File: config.mk
export PLATFORM = sky130hd
export DESIGN_NAME = enoc_network_interface
export DESIGN_NICKNAME = d
export VERILOG_FILES = /design/src/rtl/enoc_network_interface.sv
export SDC_FILE = /design/constraint.sdc
export NUM_CORES = 1
export LEC_CHECK = 0
export CAP_MARGIN = 10
export CORE_MARGIN = 8
export CORE_UTILIZATION = 57
export CTS_BUF_LIST = sky130_fd_sc_hd__clkbuf_16
export CTS_CLUSTER_SIZE = 25
export DETAILED_ROUTE_END_ITERATION = 12
export GPL_TIMING_DRIVEN = 0
export PLACE_DENSITY = 0.82
export SYNTH_ARGS = -nofsm -noshare
export SYNTH_HDL_FRONTEND = slang
export SYNTH_SLANG_ARGS = --single-unit
File: constraint.sdc
create_clock -name clk -period 4.84 [get_ports clk]
set_input_delay 0.968 -clock clk [delete_from_list [all_inputs] [get_ports clk]]
set_output_delay 0.968 -clock clk [all_outputs]
set_load 0.01 [all_outputs]
File: src/rtl/enoc_network_interface.sv
// Core-side network interface: injection and ejection FWFT queues between a
// processing node and router port 0, with saturating traffic counters and a sticky misroute flag.

package enoc_pkg;
    localparam int unsigned NODES     = 16;
    localparam int unsigned DEST_W    = $clog2(NODES);
    localparam int unsigned PAYLOAD_W = 12;

    typedef struct packed {
        logic [DEST_W-1:0]    dest;
        logic [PAYLOAD_W-1:0] payload;
    } packet_t;
endpackage

// First-word-fall-through queue with enable/valid handshakes on both sides.
module enoc_ni_fifo #(
    parameter int unsigned DEPTH = 4
) (
    input  logic                   clk,
    input  logic                   reset_n,
    input  enoc_pkg::packet_t      i_data,
    input  logic                   i_val,
    output logic                   o_en,
    output enoc_pkg::packet_t      o_data,
    output logic                   o_val,
    input  logic                   i_en,
    output logic [$clog2(DEPTH):0] o_count
);
    localparam int unsigned PTR_W = $clog2(DEPTH);
    localparam int unsigned OCC_W = PTR_W + 1;
    localparam logic [OCC_W-1:0] FULL = OCC_W'(DEPTH);

    enoc_pkg::packet_t r_mem [DEPTH];
    logic [PTR_W-1:0]  r_wr_ptr;
    logic [PTR_W-1:0]  r_rd_ptr;
    logic [OCC_W-1:0]  r_count;
    logic              w_has_room;
    logic              w_push;
    logic              w_pop;

    // Acceptance looks only at the registered count, never at the pop side.
    assign w_has_room = (r_count < FULL);
    assign o_en       = reset_n && w_has_room;
    assign o_val      = (r_count != '0);
    assign o_data     = r_mem[r_rd_ptr];
    assign o_count    = r_count;
    assign w_push     = i_val && w_has_room;
    assign w_pop      = o_val && i_en;

    // Storage is not reset; clearing the pointers discards its contents.
    always_ff @(posedge clk) begin
        if (w_push) begin
            r_mem[r_wr_ptr] <= i_data;
        end
    end

    always_ff @(posedge clk or negedge reset_n) begin
        if (!reset_n) begin
            r_wr_ptr <= '0;
            r_rd_ptr <= '0;
            r_count  <= '0;
        end else begin
            if (w_push) begin
                r_wr_ptr <= r_wr_ptr + PTR_W'(1);
            end
            if (w_pop) begin
                r_rd_ptr <= r_rd_ptr + PTR_W'(1);
            end
            unique case ({w_push, w_pop})
                2'b10:   r_count <= r_count + OCC_W'(1);
                2'b01:   r_count <= r_count - OCC_W'(1);
                default: ;
            endcase
        end
    end
endmodule

module enoc_network_interface #(
    parameter int unsigned NODES     = 16,
    parameter int unsigned LOC       = 0,
    parameter int unsigned INJ_DEPTH = 4,
    parameter int unsigned EJ_DEPTH  = 4,
    parameter int unsigned CNT_W     = 16
) (
    input  logic                       clk,
    input  logic                       reset_n,
    input  enoc_pkg::packet_t          i_inj_data,
    input  logic                       i_inj_val,
    output logic                       o_inj_en,
    output enoc_pkg::packet_t          o_net_data,
    output logic                       o_net_val,
    input  logic                       i_net_en,
    input  enoc_pkg::packet_t          i_net_data,
    input  logic                       i_net_val,
    output logic                       o_net_en,
    output enoc_pkg::packet_t          o_ej_data,
    output logic                       o_ej_val,
    input  logic                       i_ej_en,
    output logic [$clog2(INJ_DEPTH):0] o_inj_occupancy,
    output logic [CNT_W-1:0]           o_inj_count,
    output logic [CNT_W-1:0]           o_ej_count,
    output logic                       o_misroute
);
    localparam int unsigned DEST_W    = $clog2(NODES);
    localparam int unsigned EJ_OCC_W  = $clog2(EJ_DEPTH) + 1;
    localparam logic [DEST_W-1:0]   LOC_ADDR = DEST_W'(LOC);
    localparam logic [EJ_OCC_W-1:0] EJ_FULL  = EJ_OCC_W'(EJ_DEPTH);
    localparam logic [CNT_W-1:0]    CNT_MAX  = '1;

    logic [EJ_OCC_W-1:0] w_ej_occ;
    logic                w_inj_pop;
    logic                w_ej_push;
    logic                w_ej_pop;
    logic [CNT_W-1:0]    r_inj_count;
    logic [CNT_W-1:0]    r_ej_count;
    logic                r_misroute;

    enoc_ni_fifo #(.DEPTH(INJ_DEPTH)) u_inj_fifo (
        .clk     (clk),
        .reset_n (reset_n),
        .i_data  (i_inj_data),
        .i_val   (i_inj_val),
        .o_en    (o_inj_en),
        .o_data  (o_net_data),
        .o_val   (o_net_val),
        .i_en    (i_net_en),
        .o_count (o_inj_occupancy)
    );

    enoc_ni_fifo #(.DEPTH(EJ_DEPTH)) u_ej_fifo (
        .clk     (clk),
        .reset_n (reset_n),
        .i_data  (i_net_data),
        .i_val   (i_net_val),
        .o_en    (o_net_en),
        .o_data  (o_ej_data),
        .o_val   (o_ej_val),
        .i_en    (i_ej_en),
        .o_count (w_ej_occ)
    );

    assign w_inj_pop = o_net_val && i_net_en;
    assign w_ej_pop  = o_ej_val && i_ej_en;
    assign w_ej_push = i_net_val && (w_ej_occ < EJ_FULL);

    // Saturating delivery counters and sticky wrong-destination flag.
    always_ff @(posedge clk or negedge reset_n) begin
        if (!reset_n) begin
            r_inj_count <= '0;
            r_ej_count  <= '0;
            r_misroute  <= 1'b0;
        end else begin
            if (w_inj_pop && (r_inj_count != CNT_MAX)) begin
                r_inj_count <= r_inj_count + CNT_W'(1);
            end
            if (w_ej_pop && (r_ej_count != CNT_MAX)) begin
                r_ej_count <= r_ej_count + CNT_W'(1);
            end
            if (w_ej_push && (i_net_data.dest != LOC_ADDR)) begin
                r_misroute <= 1'b1;
            end
        end
    end

    assign o_inj_count = r_inj_count;
    assign o_ej_count  = r_ej_count;
    assign o_misroute  = r_misroute;
endmodule
==> results of run 1 <==
registers in the layout, indices dropped and copies added, names as in the netlist:
register	cells
o_ej_count	16
o_inj_count	16
o_misroute	1
u_ej_fifo.o_count	3
u_ej_fifo.r_mem	64
u_ej_fifo.r_rd_ptr	2
u_ej_fifo.r_wr_ptr	2
u_inj_fifo.o_count	3
u_inj_fifo.r_mem	64
u_inj_fifo.r_rd_ptr	2
u_inj_fifo.r_wr_ptr	2
layout make-up:
class | instances | share of cell area
tap | 168 | 0.02341
sequential | 175 | 0.5590
inverter | 16 | 0.006688
timing repair buffer | 110 | 0.1232
multi-input combinational | 187 | 0.2140
clock inverter | 15 | 0.02048
clock buffer | 17 | 0.04737
buffer | 12 | 0.005852
synthesized netlist by cell type (all sizes together):
cell	n	area share
nor4	8	0.012
o31ai	2	0.0041
nand4	11	0.011
nor4b	2	0.0025
nand3	8	0.0057
nand2	12	0.0064
or3b	1	0.0012
o21ai	8	0.0057
a31oi	1	0.00089
nor3b	4	0.0043
o21bai	1	0.0011
and2	8	0.0071
inv	16	0.0085
or3	4	0.0035
and3	2	0.0018
mux2i	2	0.0028
buf	6	0.0043
a21boi	1	0.0011
clkbuf	6	0.0032
nor2	7	0.0044
mux2	4	0.0064
a21oi	1	0.00071
and4	3	0.0037
or2	1	0.00089
nor3	8	0.0057
mux4	32	0.10
edfxtp	128	0.54
ha	12	0.021
or4	1	0.0011
dfrtp	47	0.17
fa	2	0.0057
xnor2	16	0.020
xor2	21	0.026
nor2b	4	0.0035
power by group:
part / leakage [nW] / switching, mW / internal [mW]
combinational: 1.23 / 0.745 / 0.872
sequential: 1.75 / 0.169 / 1.90
clock: 0.291 / 0.575 / 0.819
kinds of logic after synthesis:
logic type,count (synthesis)
AO/OA/AOI/OAI,14
XOR/XNOR,37
adder cells (fa/ha/maj),14
buffers and inverters,28
flip-flops,175
multiplexers,38
AND/OR/NAND/NOR,84
routing by layer:
| metal | routed length, µm | share of wire | up-vias |
|---|---|---|---|
| met5 | 0 | 0 | - |
| met4 | 185 | 0.013 | 0 |
| met3 | 974 | 0.069 | 16 |
| met2 | 7342 | 0.52 | 133 |
| met1 | 5564 | 0.40 | 1973 |
| li1 | - | - | 1760 |
worst paths after layout:
| kind | end | slack [ns] | depth (start not counted) |
|---|---|---|---|
| max | o_ej_data[11] | 1.18 | 4 |
| min | u_ej_fifo.r_rd_ptr[0] | 0.43 | 1 |
| max reg2reg | u_ej_fifo.o_count[2] | 2.66 | 9 |
| min reg2reg | o_misroute | 0.48 | 1 |
| max in group asynchronous | u_inj_fifo.r_wr_ptr[1] | 3.92 | 2 |
| min in group clk | o_misroute | 0.48 | 1 |
layout by cell type (no fill, tap or decap), types with 3 or more instances in the layout:
cell type and count:
nor2b_1 4, xnor2_1 16, clkinvlp_4 3, o21ai_0 8, nand2_1 12, edfxtp_1 128, clkinv_4 3, inv_6 4
clkdlybuf4s50_1 108, mux2_2 3, clkbuf_1 6, nor3b_1 4, clkbuf_16 17, nand3_1 8, or3_1 4, and4_1 3
inv_1 16, bufinv_16 3, nor4_1 5, mux4_2 32, nor2_1 5, nand4_1 10, dfrtp_1 47, nor3_1 8
and2_1 8, buf_2 7, ha_1 12, xor2_1 21
stage by stage:
stage	cells	TNS, ns	setup WS (ns)
2_1_floorplan	390	0	2.446
3_5_place_dp	668	0	1.589
4_1_cts	700	0	1.162
3_3_place_gp	667	-0.009867	-0.009867
5_1_grt	700	0	1.091
6_report	700	0	1.179
critical path: stages, from the launching register on:
cell	delay, ns
dfrtp_1	0.33
clkbuf_1	0.42
clkbuf_1	0.58
mux4_2	0.45
clkdlybuf4s50_1	0.50
==> impl_metrics.json, run 1 <==
{
  "regArea_um2": 5020,
  "cts_num_sinks": 175,
  "setup_viol": 0,
  "multi_input_area_um2": 1922,
  "synth_top_family_by_area": "multiplexers",
  "grt_pass1_wl_um": 22240,
  "fin_crit_ns": 3.661,
  "ctsHtreeMaxLevel": 4,
  "timing.fmax_mhz": 273.1,
  "cp_data_arrival_time_ns": 2.69,
  "p_total_mw": 5.076,
  "skew_ns": 0.005269,
  "postSynthAreaPerCell_um2": 18.09,
  "worstPathMaxFanout": 10,
  "clk_latency_ns": 0.42,
  "initial_core_util": 0.5849,
  "rsz0062_at_grt": "false",
  "synth_cells": 390,
  "overflow": 0,
  "slew_viol_final": 0,
  "cts_hold_buf": 0,
  "ant_nets": 0,
  "ys_warn_count": 0,
  "ctsResizeCount": 0,
  "die_y_um": 127.2,
  "area_delta_synth_final_pct": 27.30,
  "ys_ff_latch": 175,
  "antennaDiodeCount": 0,
  "routed_wl_um": 14070,
  "num_vias": 3882,
  "grtUsageMet1": 0.2151,
  "nets": 571,
  "top_usage_layer": "met2",
  "cap_viol_max_count": 0,
  "met2_usage": 0.3063,
  "timing.slew.headroom": 0.4171,
  "drtIter0Drc": 295,
  "fillers": 746,
  "fin_crit_sh": 0.7565,
  "rr_startpoint": "u_ej_fifo.o_count[2]",
  "cts_setup_buffers": 0,
  "cp.required_ns": 3.87,
  "gr-usage-all-layers": 0.1807,
  "hold_path.class": "in2async",
  "use_met3": 0.04950,
  "grt_pass1_vias": 4172,
  "hpwlAfterDp_um": 9265,
  "dr.pass1.iters": 4,
  "layout-drive-gt1-share": 0.1560,
  "root_buffer": "clkbuf_16",
  "finalHoldViolations": 0,
  "syn_nets": 442,
  "fp.coreArea_um2": 12060,
  "cts_tree": "yes",
  "ir_drop_v": 0.0003187,
  "run_status": "finished clean",
  "crit_type": "reg2out",
  "timing.hold.ws_ns": 0.4341,
  "die-area_um2": 16190,
  "grt_max_degree": 40,
  "clock_path_buffers": 2,
  "synthesis.area_um2": 7054,
  "dieWidth_um": 127.2,
  "clkTransAtPathRegs_ns": 0.07,
  "gp_congestion": 0.7895,
  "tightest_slew_ns": 0.8744,
  "start_kind": "flip-flop",
  "fin_util": 0.7445,
  "cts_made_buffers": 17,
  "power.density_nw_per_um2": 565.3,
  "end_kind": "output port",
  "p_leak_nw": 3.269,
  "yosys.area_share.simple": 0.07467,
  "yosys.area_share.adder": 0.02696,
  "io_pins": 110,
  "synth_compound_area_frac": 0.01348,
  "antenna_found_initial": 0,
  "final_area_um2": 8980,
  "synth_xor_area_frac": 0.04594,
  "yosysUniqueCellTypes": 40,
  "yosysSeqAreaShare": 0.7116,
  "wl_per_cell_um": 20.10,
  "drc": 0,
  "viasPerCell": 5.546,
  "place_area_um2": 8371,
  "io_buffers": 109,
  "synthMuxAreaShare": 0.1114,
  "startpoint": "u_ej_fifo.r_rd_ptr[1]",
  "num_rows": 40
}
Note: power is estimated with default switching activity, not from simulation.
==> inputs of run 2 (changes only) <==
--- a/config.mk
+++ b/config.mk
@@ -7,12 +7,12 @@
 export LEC_CHECK = 0
 export CAP_MARGIN = 10
 export CORE_MARGIN = 8
-export CORE_UTILIZATION = 57
+export CORE_UTILIZATION = 48
 export CTS_BUF_LIST = sky130_fd_sc_hd__clkbuf_16
 export CTS_CLUSTER_SIZE = 25
 export DETAILED_ROUTE_END_ITERATION = 12
 export GPL_TIMING_DRIVEN = 0
-export PLACE_DENSITY = 0.82
+export PLACE_DENSITY = 0.73
 export SYNTH_ARGS = -nofsm -noshare
 export SYNTH_HDL_FRONTEND = slang
 export SYNTH_SLANG_ARGS = --single-unit
==> constraint.sdc (replaced) <==
create_clock -name clk -period 2.99 [get_ports clk]
set_input_delay 0.598 -clock clk [delete_from_list [all_inputs] [get_ports clk]]
set_output_delay 0.598 -clock clk [all_outputs]
set_load 0.01 [all_outputs]
==> impl_metrics.json, run 2 (same netlist as run 1, synthesis figures left out) <==
{
  "run_status": "finished clean",
  "nets": 569,
  "hold_path.class": "in2async",
  "hpwlAfterDp_um": 9309,
  "initial_core_util": 0.4891,
  "p_leak_nw": 3.275,
  "cts_setup_buffers": 0,
  "io_pins": 110,
  "die_y_um": 137.2,
  "ir_drop_v": 0.0004949,
  "timing.hold.ws_ns": 0.02892,
  "finalHoldViolations": 0,
  "dieWidth_um": 137.2,
  "timing.fmax_mhz": 351.6,
  "fin_util": 0.6248,
  "cts_hold_buf": 0,
  "cts_num_sinks": 175,
  "tightest_slew_ns": 0.8671,
  "layout-drive-gt1-share": 0.1585,
  "num_rows": 44,
  "setup_viol": 0,
  "antennaDiodeCount": 0,
  "viasPerCell": 5.339,
  "overflow": 0,
  "antenna_found_initial": 0,
  "grt_pass1_vias": 4130,
  "final_common_cell": "edfxtp_1",
  "gr-usage-all-layers": 0.1546,
  "skew_ns": 0.01148,
  "drtIter0Drc": 176,
  "root_buffer": "clkbuf_16",
  "clkTransAtPathRegs_ns": 0.06,
  "ant_nets": 0,
  "cap_viol_max_count": 0,
  "start_kind": "flip-flop",
  "io_buffers": 109,
  "clk_latency_ns": 0.42,
  "wl_per_cell_um": 18.97,
  "fin_crit_ns": 2.845,
  "cp.required_ns": 2.39,
  "top_regs": "u_ej_fifo.r_mem x64, u_inj_fifo.r_mem x64",
  "die-area_um2": 18830,
  "power.density_nw_per_um2": 912.2,
  "clock_path_buffers": 2,
  "ctsHtreeMaxLevel": 4,
  "grt_pass1_wl_um": 22030,
  "slew_viol_final": 0,
  "cp_data_arrival_time_ns": 2.25,
  "routed_wl_um": 13540,
  "rsz0062_at_grt": "false",
  "num_vias": 3812,
  "cts_tree": "yes",
  "cts_made_buffers": 17,
  "fillers": 1059,
  "fin_crit_sh": 0.9513,
  "worstPathMaxFanout": 10,
  "drc": 0,
  "fp.coreArea_um2": 14420,
  "gp_congestion": 0.8040,
  "area_delta_synth_final_pct": 27.76,
  "timing.slew.headroom": 0.4220,
  "end_kind": "output port",
  "final_cell_mix": "edfxtp_1, clkdlybuf4s50_1, dfrtp_1",
  "grt_max_degree": 42,
  "crit_type": "reg2out",
  "dr.pass1.iters": 4
}
==> run 2: changes by cell type in the layout (fill, tap and decap cells not counted), moves of 2 or more <==
cell / before / now
buf_2: 7 / 3
clkinv_4: 3 / 1
buf_6: 0 / 2
clkbuf_1: 6 / 2
clkbuf_2: 0 / 2
buf_4: 0 / 2
==> run 2: cell type report <==
type,count,area (µm²),share of cell area
well taps,184,230.2,0.02554
plain buffers,10,65.06,0.007219
repair buffers,110,1106,0.1227
clock buffers,17,425.4,0.04720
inverters,16,60.06,0.006664
flip-flops and latches,175,5020,0.5570
clock inverters,15,183.9,0.02041
multi-input cells,187,1922,0.2132
==> run 2: timing repair <==
item | CTS | global route
cloned | 0 | 0
setup endpoints to repair | 18 | 6
resized for setup | 6 | 2
==> run 2: path summary, 6_finish.rpt <==
kind,end,cells after the start,slack [ns],from
setup / recovery,o_ej_data[12],3,0.15,u_ej_fifo.r_rd_ptr[1]
hold / removal,o_ej_count[4],1,0.03,reset_n
setup reg to reg,u_ej_fifo.o_count[2],9,0.83,u_ej_fifo.o_count[2]
hold reg to reg,o_ej_count[8],1,0.50,o_ej_count[8]
max in group asynchronous,u_inj_fifo.r_rd_ptr[0],2,2.49,reset_n
min in group clk,o_ej_count[8],1,0.50,o_ej_count[8]
==> run 2: through the flow <==
stage / total power [mW] / worst slack, ns / std cells / TNS [ns] / instance area (µm²)
floorplan: 4.785 / 0.9656 / 390 / 0 / 7054
global placement: 5.964 / -1.120 / 683 / -3.214 / 8376
detailed placement: 6.052 / 0.1423 / 684 / 0 / 8391
CTS: 8.338 / 0.02450 / 714 / 0 / 9005
global route: 8.668 / 0.04465 / 714 / 0 / 9012
finish: 8.221 / 0.1455 / 714 / 0 / 9012
==> run 2: worst max-delay path, stage by stage (launching register included) <==
cell,delay (ns)
dfrtp_1,0.58
clkbuf_2,0.38
mux4_2,0.38
clkdlybuf4s50_1,0.50
==> run 2: routing by layer <==
layer	up-vias	GRT usage	wire, µm
met5	-	0	0
met4	0	0.06699	143
met3	10	0.04595	780
met2	97	0.2554	6998
met1	1941	0.1852	5620
li1	1764	-	-
==> run 2: power breakdown <==
| part | switching (mW) | total (mW) | internal, mW |
|---|---|---|---|
| Clock | 0.930 | 2.26 | 1.33 |
| Sequential | 0.311 | 3.38 | 3.07 |
| Combinational | 1.15 | 2.58 | 1.44 |
